===== config.mk =====
export PLATFORM = sky130hd
export DESIGN_NAME = ex_stage
export DESIGN_NICKNAME = d
export VERILOG_FILES = /design/src/rtl/ex_stage.sv
export SDC_FILE = /design/constraint.sdc
export NUM_CORES = 2
export LEC_CHECK = 0
export ABC_AREA = 1
export CAP_MARGIN = 20
export CORE_MARGIN = 3
export CORE_UTILIZATION = 30
export CTS_CLUSTER_DIAMETER = 200
export DETAILED_ROUTE_END_ITERATION = 8
export GPL_TIMING_DRIVEN = 0
export PLACE_DENSITY = 0.44
export SYNTH_ARGS = -nofsm -noshare
export SYNTH_HDL_FRONTEND = slang
export SYNTH_SLANG_ARGS = --single-unit

===== constraint.sdc =====
create_clock -name Clk -period 10.9 [get_ports Clk]
set_input_delay 2.18 -clock Clk [delete_from_list [all_inputs] [get_ports Clk]]
set_output_delay 2.18 -clock Clk [all_outputs]
set_load 0.01 [all_outputs]

===== src/rtl/ex_stage.sv =====
// ex_stage: execute stage of the 5-stage RISC-32 pipeline.
// Consumes the OF_EX register fields, runs the ALU, updates the compare
// flags, resolves branches and registers the EX_MA fields.
// div/mod with a non-zero divisor run on an iterative restoring divider
// and hold the upstream stages through 'stall'.
//
// Ports:
//   Clk, Reset                 clock, synchronous active-high reset
//   in_valid                   OF_EX holds a real instruction
//   Instruction, pc_current    instruction word and its PC
//   BranchTarget               precomputed branch target
//   Op1, Op2, Immx             operand A, register operand B / store data, immediate
//   IsSt..IsCall, AluSignal    control bits and ALU operation select
//   stall                      hold OF_EX and everything upstream
//   ex_valid                   EX_MA outputs hold a real instruction
//   ALUResult, StoreData       registered ALU result and Op2
//   pc_out, Instruction_out    registered pass-through
//   IsSt_out..IsCall_out       registered control bits
//   BranchPC, IsBranchTaken    registered branch resolution
//   FlagE, FlagGT              compare flags
module ex_stage #(
  parameter int XLEN       = 32,
  parameter int DIV_CYCLES = 32
) (
  input  logic            Clk,
  input  logic            Reset,
  input  logic            in_valid,
  input  logic [31:0]     Instruction,
  input  logic [XLEN-1:0] pc_current,
  input  logic [XLEN-1:0] BranchTarget,
  input  logic [XLEN-1:0] Op1,
  input  logic [XLEN-1:0] Op2,
  input  logic [XLEN-1:0] Immx,
  input  logic            IsSt,
  input  logic            IsLd,
  input  logic            IsBeq,
  input  logic            IsBgt,
  input  logic            IsRet,
  input  logic            IsImmediate,
  input  logic            IsWb,
  input  logic            IsUBranch,
  input  logic            IsCall,
  input  logic [4:0]      AluSignal,
  output logic            stall,
  output logic            ex_valid,
  output logic [XLEN-1:0] ALUResult,
  output logic [XLEN-1:0] StoreData,
  output logic [XLEN-1:0] pc_out,
  output logic [31:0]     Instruction_out,
  output logic            IsSt_out,
  output logic            IsLd_out,
  output logic            IsWb_out,
  output logic            IsCall_out,
  output logic [XLEN-1:0] BranchPC,
  output logic            IsBranchTaken,
  output logic            FlagE,
  output logic            FlagGT
);

  localparam int SHW = $clog2(XLEN);
  localparam int CW  = $clog2(DIV_CYCLES + 1);
  localparam logic [CW-1:0] LAST_STEP = CW'(DIV_CYCLES - 1);

  typedef enum logic [4:0] {
    OP_ADD = 5'd0,
    OP_SUB = 5'd1,
    OP_CMP = 5'd2,
    OP_MUL = 5'd3,
    OP_DIV = 5'd4,
    OP_MOD = 5'd5,
    OP_AND = 5'd6,
    OP_OR  = 5'd7,
    OP_NOT = 5'd8,
    OP_MOV = 5'd9,
    OP_LSL = 5'd10,
    OP_LSR = 5'd11,
    OP_ASR = 5'd12
  } alu_op_e;

  typedef enum logic [1:0] {
    IDLE,
    DIV_BUSY,
    DIV_FIX
  } state_e;

  state_e state, state_next;

  logic [XLEN-1:0] op_b;
  logic [XLEN-1:0] alu_res;
  logic [XLEN-1:0] abs_a, abs_b;
  logic [XLEN-1:0] branch_pc;
  logic            taken;
  logic            is_divop;
  logic            div_start;
  logic            accept;

  // Divider state
  logic [CW-1:0]   cnt;
  logic [XLEN-1:0] dq;
  logic [XLEN-1:0] dvs;
  logic [XLEN-1:0] drem;
  logic [XLEN:0]   shifted;
  logic            step_ok;
  logic [XLEN-1:0] rem_next;
  logic [XLEN-1:0] q_fix, r_fix;
  logic            d_neg_q, d_neg_r, d_mod;
  // The OF_EX register still holds the finished div in the cycle after the
  // fix edge (it was stalled through that edge); this flag makes the stage
  // ignore that stale copy instead of starting the same division again.
  logic            retire;

  // Fields captured at division start, released on the fix edge
  logic [XLEN-1:0] s_store, s_pc, s_bpc;
  logic [31:0]     s_instr;
  logic            s_st, s_ld, s_wb, s_call, s_taken;

  assign op_b      = IsImmediate ? Immx : Op2;
  assign abs_a     = Op1[XLEN-1] ? -Op1 : Op1;
  assign abs_b     = op_b[XLEN-1] ? -op_b : op_b;
  assign branch_pc = IsRet ? Op1 : BranchTarget;
  // Flags read here are the registered values from before this edge.
  assign taken     = IsUBranch | (IsBeq & FlagE) | (IsBgt & FlagGT);
  assign is_divop  = (AluSignal == OP_DIV) || (AluSignal == OP_MOD);
  assign div_start = (state == IDLE) && in_valid && !retire && is_divop && (op_b != '0);
  assign accept    = (state == IDLE) && in_valid && !retire && !div_start;

  assign shifted   = {drem, dq[XLEN-1]};
  assign step_ok   = shifted >= {1'b0, dvs};
  assign rem_next  = step_ok ? XLEN'(shifted - {1'b0, dvs}) : shifted[XLEN-1:0];
  assign q_fix     = d_neg_q ? -dq : dq;
  assign r_fix     = d_neg_r ? -drem : drem;

  always_comb begin
    alu_res = '0;
    case (AluSignal)
      OP_ADD:         alu_res = Op1 + op_b;
      OP_SUB, OP_CMP: alu_res = Op1 - op_b;
      OP_MUL:         alu_res = Op1 * op_b;
      OP_DIV:         alu_res = '1;   // reaches the outputs only for a zero divisor
      OP_MOD:         alu_res = Op1;  // likewise
      OP_AND:         alu_res = Op1 & op_b;
      OP_OR:          alu_res = Op1 | op_b;
      OP_NOT:         alu_res = ~op_b;
      OP_MOV:         alu_res = op_b;
      OP_LSL:         alu_res = Op1 << op_b[SHW-1:0];
      OP_LSR:         alu_res = Op1 >> op_b[SHW-1:0];
      OP_ASR:         alu_res = $signed(Op1) >>> op_b[SHW-1:0];
      default:        alu_res = '0;
    endcase
  end

  always_ff @(posedge Clk) begin
    if (Reset) state <= IDLE;
    else       state <= state_next;
  end

  always_comb begin
    state_next = state;
    case (state)
      IDLE:     if (div_start) state_next = DIV_BUSY;
      DIV_BUSY: if (cnt == LAST_STEP) state_next = DIV_FIX;
      DIV_FIX:  state_next = IDLE;
      default:  state_next = IDLE;
    endcase
  end

  always_comb begin
    stall = div_start || (state != IDLE);
  end

  always_ff @(posedge Clk) begin
    if (Reset) begin
      ex_valid        <= 1'b0;
      ALUResult       <= '0;
      StoreData       <= '0;
      pc_out          <= '0;
      Instruction_out <= '0;
      IsSt_out        <= 1'b0;
      IsLd_out        <= 1'b0;
      IsWb_out        <= 1'b0;
      IsCall_out      <= 1'b0;
      BranchPC        <= '0;
      IsBranchTaken   <= 1'b0;
      FlagE           <= 1'b0;
      FlagGT          <= 1'b0;
      cnt             <= '0;
      dq              <= '0;
      dvs             <= '0;
      drem            <= '0;
      d_neg_q         <= 1'b0;
      d_neg_r         <= 1'b0;
      d_mod           <= 1'b0;
      retire          <= 1'b0;
      s_store         <= '0;
      s_pc            <= '0;
      s_bpc           <= '0;
      s_instr         <= '0;
      s_st            <= 1'b0;
      s_ld            <= 1'b0;
      s_wb            <= 1'b0;
      s_call          <= 1'b0;
      s_taken         <= 1'b0;
    end else begin
      retire <= 1'b0;
      case (state)
        IDLE: begin
          if (accept) begin
            ex_valid        <= 1'b1;
            ALUResult       <= alu_res;
            StoreData       <= Op2;
            pc_out          <= pc_current;
            Instruction_out <= Instruction;
            IsSt_out        <= IsSt;
            IsLd_out        <= IsLd;
            IsWb_out        <= IsWb;
            IsCall_out      <= IsCall;
            BranchPC        <= branch_pc;
            IsBranchTaken   <= taken;
            if (AluSignal == OP_CMP) begin
              FlagE  <= (Op1 == op_b);
              FlagGT <= ($signed(Op1) > $signed(op_b));
            end
          end else begin
            // Bubble (including division start): control outputs drop, data holds.
            ex_valid      <= 1'b0;
            IsBranchTaken <= 1'b0;
            IsSt_out      <= 1'b0;
            IsLd_out      <= 1'b0;
            IsWb_out      <= 1'b0;
            IsCall_out    <= 1'b0;
          end
          if (div_start) begin
            cnt     <= '0;
            dq      <= abs_a;
            dvs     <= abs_b;
            drem    <= '0;
            d_neg_q <= Op1[XLEN-1] ^ op_b[XLEN-1];
            d_neg_r <= Op1[XLEN-1];
            d_mod   <= (AluSignal == OP_MOD);
            s_store <= Op2;
            s_pc    <= pc_current;
            s_bpc   <= branch_pc;
            s_instr <= Instruction;
            s_st    <= IsSt;
            s_ld    <= IsLd;
            s_wb    <= IsWb;
            s_call  <= IsCall;
            s_taken <= taken;
          end
        end
        DIV_BUSY: begin
          dq   <= {dq[XLEN-2:0], step_ok};
          drem <= rem_next;
          cnt  <= cnt + 1'b1;
        end
        DIV_FIX: begin
          ex_valid        <= 1'b1;
          ALUResult       <= d_mod ? r_fix : q_fix;
          StoreData       <= s_store;
          pc_out          <= s_pc;
          Instruction_out <= s_instr;
          IsSt_out        <= s_st;
          IsLd_out        <= s_ld;
          IsWb_out        <= s_wb;
          IsCall_out      <= s_call;
          BranchPC        <= s_bpc;
          IsBranchTaken   <= s_taken;
          retire          <= 1'b1;
        end
        default: ;
      endcase
    end
  end

endmodule


==> metrics.md <==
| Metric | Value |
|---|---|
| Status | `finished, final reports clean` |
| Share of layout cells above drive strength 1 | `5.93%` |
| Fin worst setup slack | `roughly 0.085 ns` |
| IO buf count | `approximately 380` |
| First-pass GRT wire length | `roughly 430000 um` |
| Most frequent CP cell | `fa_1` |
| Die Wd | `about 400 um` |
| Sequential area share after synthesis | `17.9%` |
| Area Growth Syn to Fin | `19.7%` |
| Clock slew at reported path FFs | `0.06 ns` |
| Core Rows | `142` |
| Slowest stage delay, CP | `roughly 0.64 ns` |
| Placed inst area | `~0.052 mm2` |
| H-tree depth | `2` |
| Logic pwr share | `~85%` |
| DIE AREA | `about 0.16 mm2` |
| Fill count | `16835` |
| Compound-gate portion of the synthesized area | `about a fifth` |
| Largest family of logic cells by synthesized area | `adder cells` |
| Vias/cell | `between 5 and 6` |
| Synth Register Bits | `a little over 400` |
| Gp weighted congestion | `about 1.0` |
| Leakage | `~24 nW` |
| Clock latency on the worst-skew pair | `between 0.6 and 0.7 ns` |
| Worst hold stages | `2` |
| Top Family by Delay on Critical Path | `adder cells` |
| Initial Util | `around 30%` |
| DRT Pass-1 Iters | `6` |
| Flip-flop and latch area | `approximately 0.0082 mm2` |
| Dpl ws | `-2.77 ns` |
| Fin. Hold Viols | `0` |
| HP Start | `s_pc[29]` |
| Post-route ant nets | `0` |
| Most frequent cells in the layout | `1363 x nand2_1, 892 x nor2_1, 788 x inv_1, 595 x o21ai_0, 511 x a21oi_1` |
| Start of the worst register-to-register path | `state[0]` |
| CP max FO | `10` |
| CTS Buffer Depth | `3` |
| Worst slew pin tran | `between 1 and 1.5 ns` |
| Critical Path Source | `Op1[5]` |
| Psw | `between 10 and 15 mW` |
| I/O pins | `378` |
| Post-Route Skew | `~0.084 ns` |
| Tmin final | `between 10 and 15 ns` |
| Crit path capture type | `flop` |
| Net switching fraction of the power | `~59%` |
| Total of max-cap violations | `0` |
| XOR/XNOR share of the synthesized area | `1.97%` |
| Number of global-route vias before repair | `50341` |
| Hold Buf Count CTS | `0` |
| Crit path kind | `in -> reg` |
| R2R cell count | `10` |
| Most common cell after layout, fill and taps aside | `nand2_1` |
| CTS root buf | `clkbuf_16` |
| Max-slew headroom | `between 10 and 15%` |
| CP arrival | `11.29 ns` |
| Mapped cell area | `roughly 0.046 mm2` |
| Crit path buf inv count | `11` |
| Setup tns final | `0 ns` |
| Setup Viol. Count Final | `0` |
| Clock Power Share | `7.8%` |
| Drt wl/cell | `around 34 um` |
| Final nets | `between 8000 and 9000` |
| GRT Resource Usage Total | `approximately 39%` |
| Async S/R FF share, synth | `0%` |
| Clk sink count | `409` |
| RSZ-0062 raised after global routing | `no` |
| Adder-Cell Fraction of Synth Area | `25.0%` |
| Initial DRC count | `roughly 5400` |
| Critical path depth | `33` |
| Critical Path RT | `11.37 ns` |
| DP Wirelength | `between 200000 and 300000 um` |
| Period utilisation layout | `roughly 100%` |
| Worst hold path type | `reg -> reg` |
| WL final | `between 300000 and 400000 um` |
| Detailed-route via count | `about 52000` |
| Dominant synthesized flop cell | `dfxtp_1` |
| Largest net degree at the start of global routing | `22` |
| Average size of a mapped cell | `between 6 and 7 um2` |
| Die Y | `around 400 um` |
| Startpoint types | `input port` |
| Mux contribution to synthesized area | `0.241%` |
| Fmax | `92.5 MHz` |
| Seq pwr share | `~7%` |
| Synth unique cells | `70` |
| Post-Syn Instances | `approximately 6800` |
| R2r setup slk | `slightly below 7 ns` |
| Slowest CP cell | `clkdlybuf4s15_1` |
| Pwr/cell area | `between 400 and 500 mW/mm2` |
| Synth warn | `0` |
| Internal Power | `between 9 and 10 mW` |
| Total congestion overflow | `0` |
| Placeable core area | `~0.15 mm2` |
| Multi-input gate area | `approximately 0.033 mm2` |
| DRC Markers | `0` |
| Syn_nets | `7647` |
| CTS Buf Count | `between 50 and 60` |
| Worst IR drop on VDD | `approximately 3 mV` |
| Max Slew Vio Count | `0` |
| Initial antenna violation count | `43` |
| Simple-Gate Fraction of Synth Area | `23.7%` |
| Final instance area | `roughly 0.055 mm2` |
| Post-synth EDFFs | `0` |
| Hold_ws | `0.404 ns` |
| TritonCTS clock tree | `yes` |
[metrics by stage]
stage / cells / utilization [%] / total power [mW]
3_3_place_gp: 9161 / 34.5 / 20.8
2_1_floorplan: 6770 / - / 13.5
4_1_cts: 9281 / 36.1 / 23.1
6_report: 9314 / 36.3 / 23.0
5_1_grt: 9302 / 36.3 / 25.0
3_5_place_dp: 9193 / 34.8 / 20.8
[timing repair]
action / CTS / global route
buffers inserted: 10 / 13
setup endpoints to repair: 23 / 17
pin swaps: 6 / 7
gates cloned: 0 / 0
gates resized for setup: 112 / 106
[worst register-to-register path: cells and delay by family, from the launching register on]
family                 cells  cell delay, ns
flip-flops                 1            0.30
buffers and inverters      5            2.27
AO/OA/AOI/OAI              1            0.19
AND/OR/NAND/NOR            4            1.20
[power groups by stage]
| stage | sequential (mW) | combinational, mW | clock [mW] |
|---|---|---|---|
| detailed placement | 1.66 | 19.2 | 0 |
| CTS | 1.63 | 19.7 | 1.82 |
| global placement | 1.66 | 19.2 | 0 |
| global route | 1.64 | 21.5 | 1.87 |
| floorplan | 1.67 | 11.9 | 0 |
| finish | 1.63 | 19.6 | 1.79 |
[cells by family after synthesis]
| kind of cell | Yosys count |
|---|---|
| buffers and inverters | 1246 |
| AO/OA/AOI/OAI | 1651 |
| adder cells (fa/ha/maj) | 668 |
| multiplexers | 11 |
| XOR/XNOR | 103 |
| AND/OR/NAND/NOR | 2682 |
| flip-flops | 409 |
[final timing paths]
check                  end
min             pc_out[29]
max          ALUResult[29]
max reg2reg         dq[29]
min reg2reg     pc_out[29]
[flip-flops by register name, summed over array words and instances (netlist names), 2 cells and up]
signal and cells:
state 2, Instruction_out 32, drem 32, ALUResult 32, s_bpc 32, dvs 32, dq 32, StoreData 32
pc_out 32, cnt 6, s_instr 32, s_store 32, BranchPC 32, s_pc 32
[cells in the mapped netlist, drive strengths merged (27+ instances only)]
library cell | n | area, um2
nor2 | 901 | 3420
nand4 | 46 | 294
buf | 132 | 732
nor4 | 28 | 181
a21oi | 515 | 2580
inv | 817 | 3080
ha | 257 | 3220
nand2 | 1377 | 5210
or2 | 34 | 213
a31oi | 144 | 901
fa | 411 | 8230
clkbuf | 276 | 1040
a221oi | 27 | 236
o21ai | 706 | 3590
nand3 | 206 | 1030
xor2 | 77 | 674
dfxtp | 409 | 8190
a211oi | 51 | 403
o22ai | 54 | 338
nor3 | 77 | 405
[layer usage]
| layer | global-route usage [%] | part of all wire (%) | wire, um |
|---|---|---|---|
| met1 | 49.0 | 40 | 127000 |
| met2 | 61.5 | 44 | 140000 |
| met3 | 8.68 | 8.2 | 25800 |
| met4 | 23.0 | 7.2 | 22600 |
| met5 | 0 | 0.042 | 133 |
[area by class of cell]
type	count	share of cell area, %
sequential	409	15.0
clock buffer	80	2.88
buffer	387	3.41
multi-input combinational	5115	59.8
tap	2016	4.61
timing repair buffer	431	7.93
clock inverter	13	0.361
antenna	25	0.114
inverter	838	5.90
Note: power is estimated with default switching activity, not from simulation.
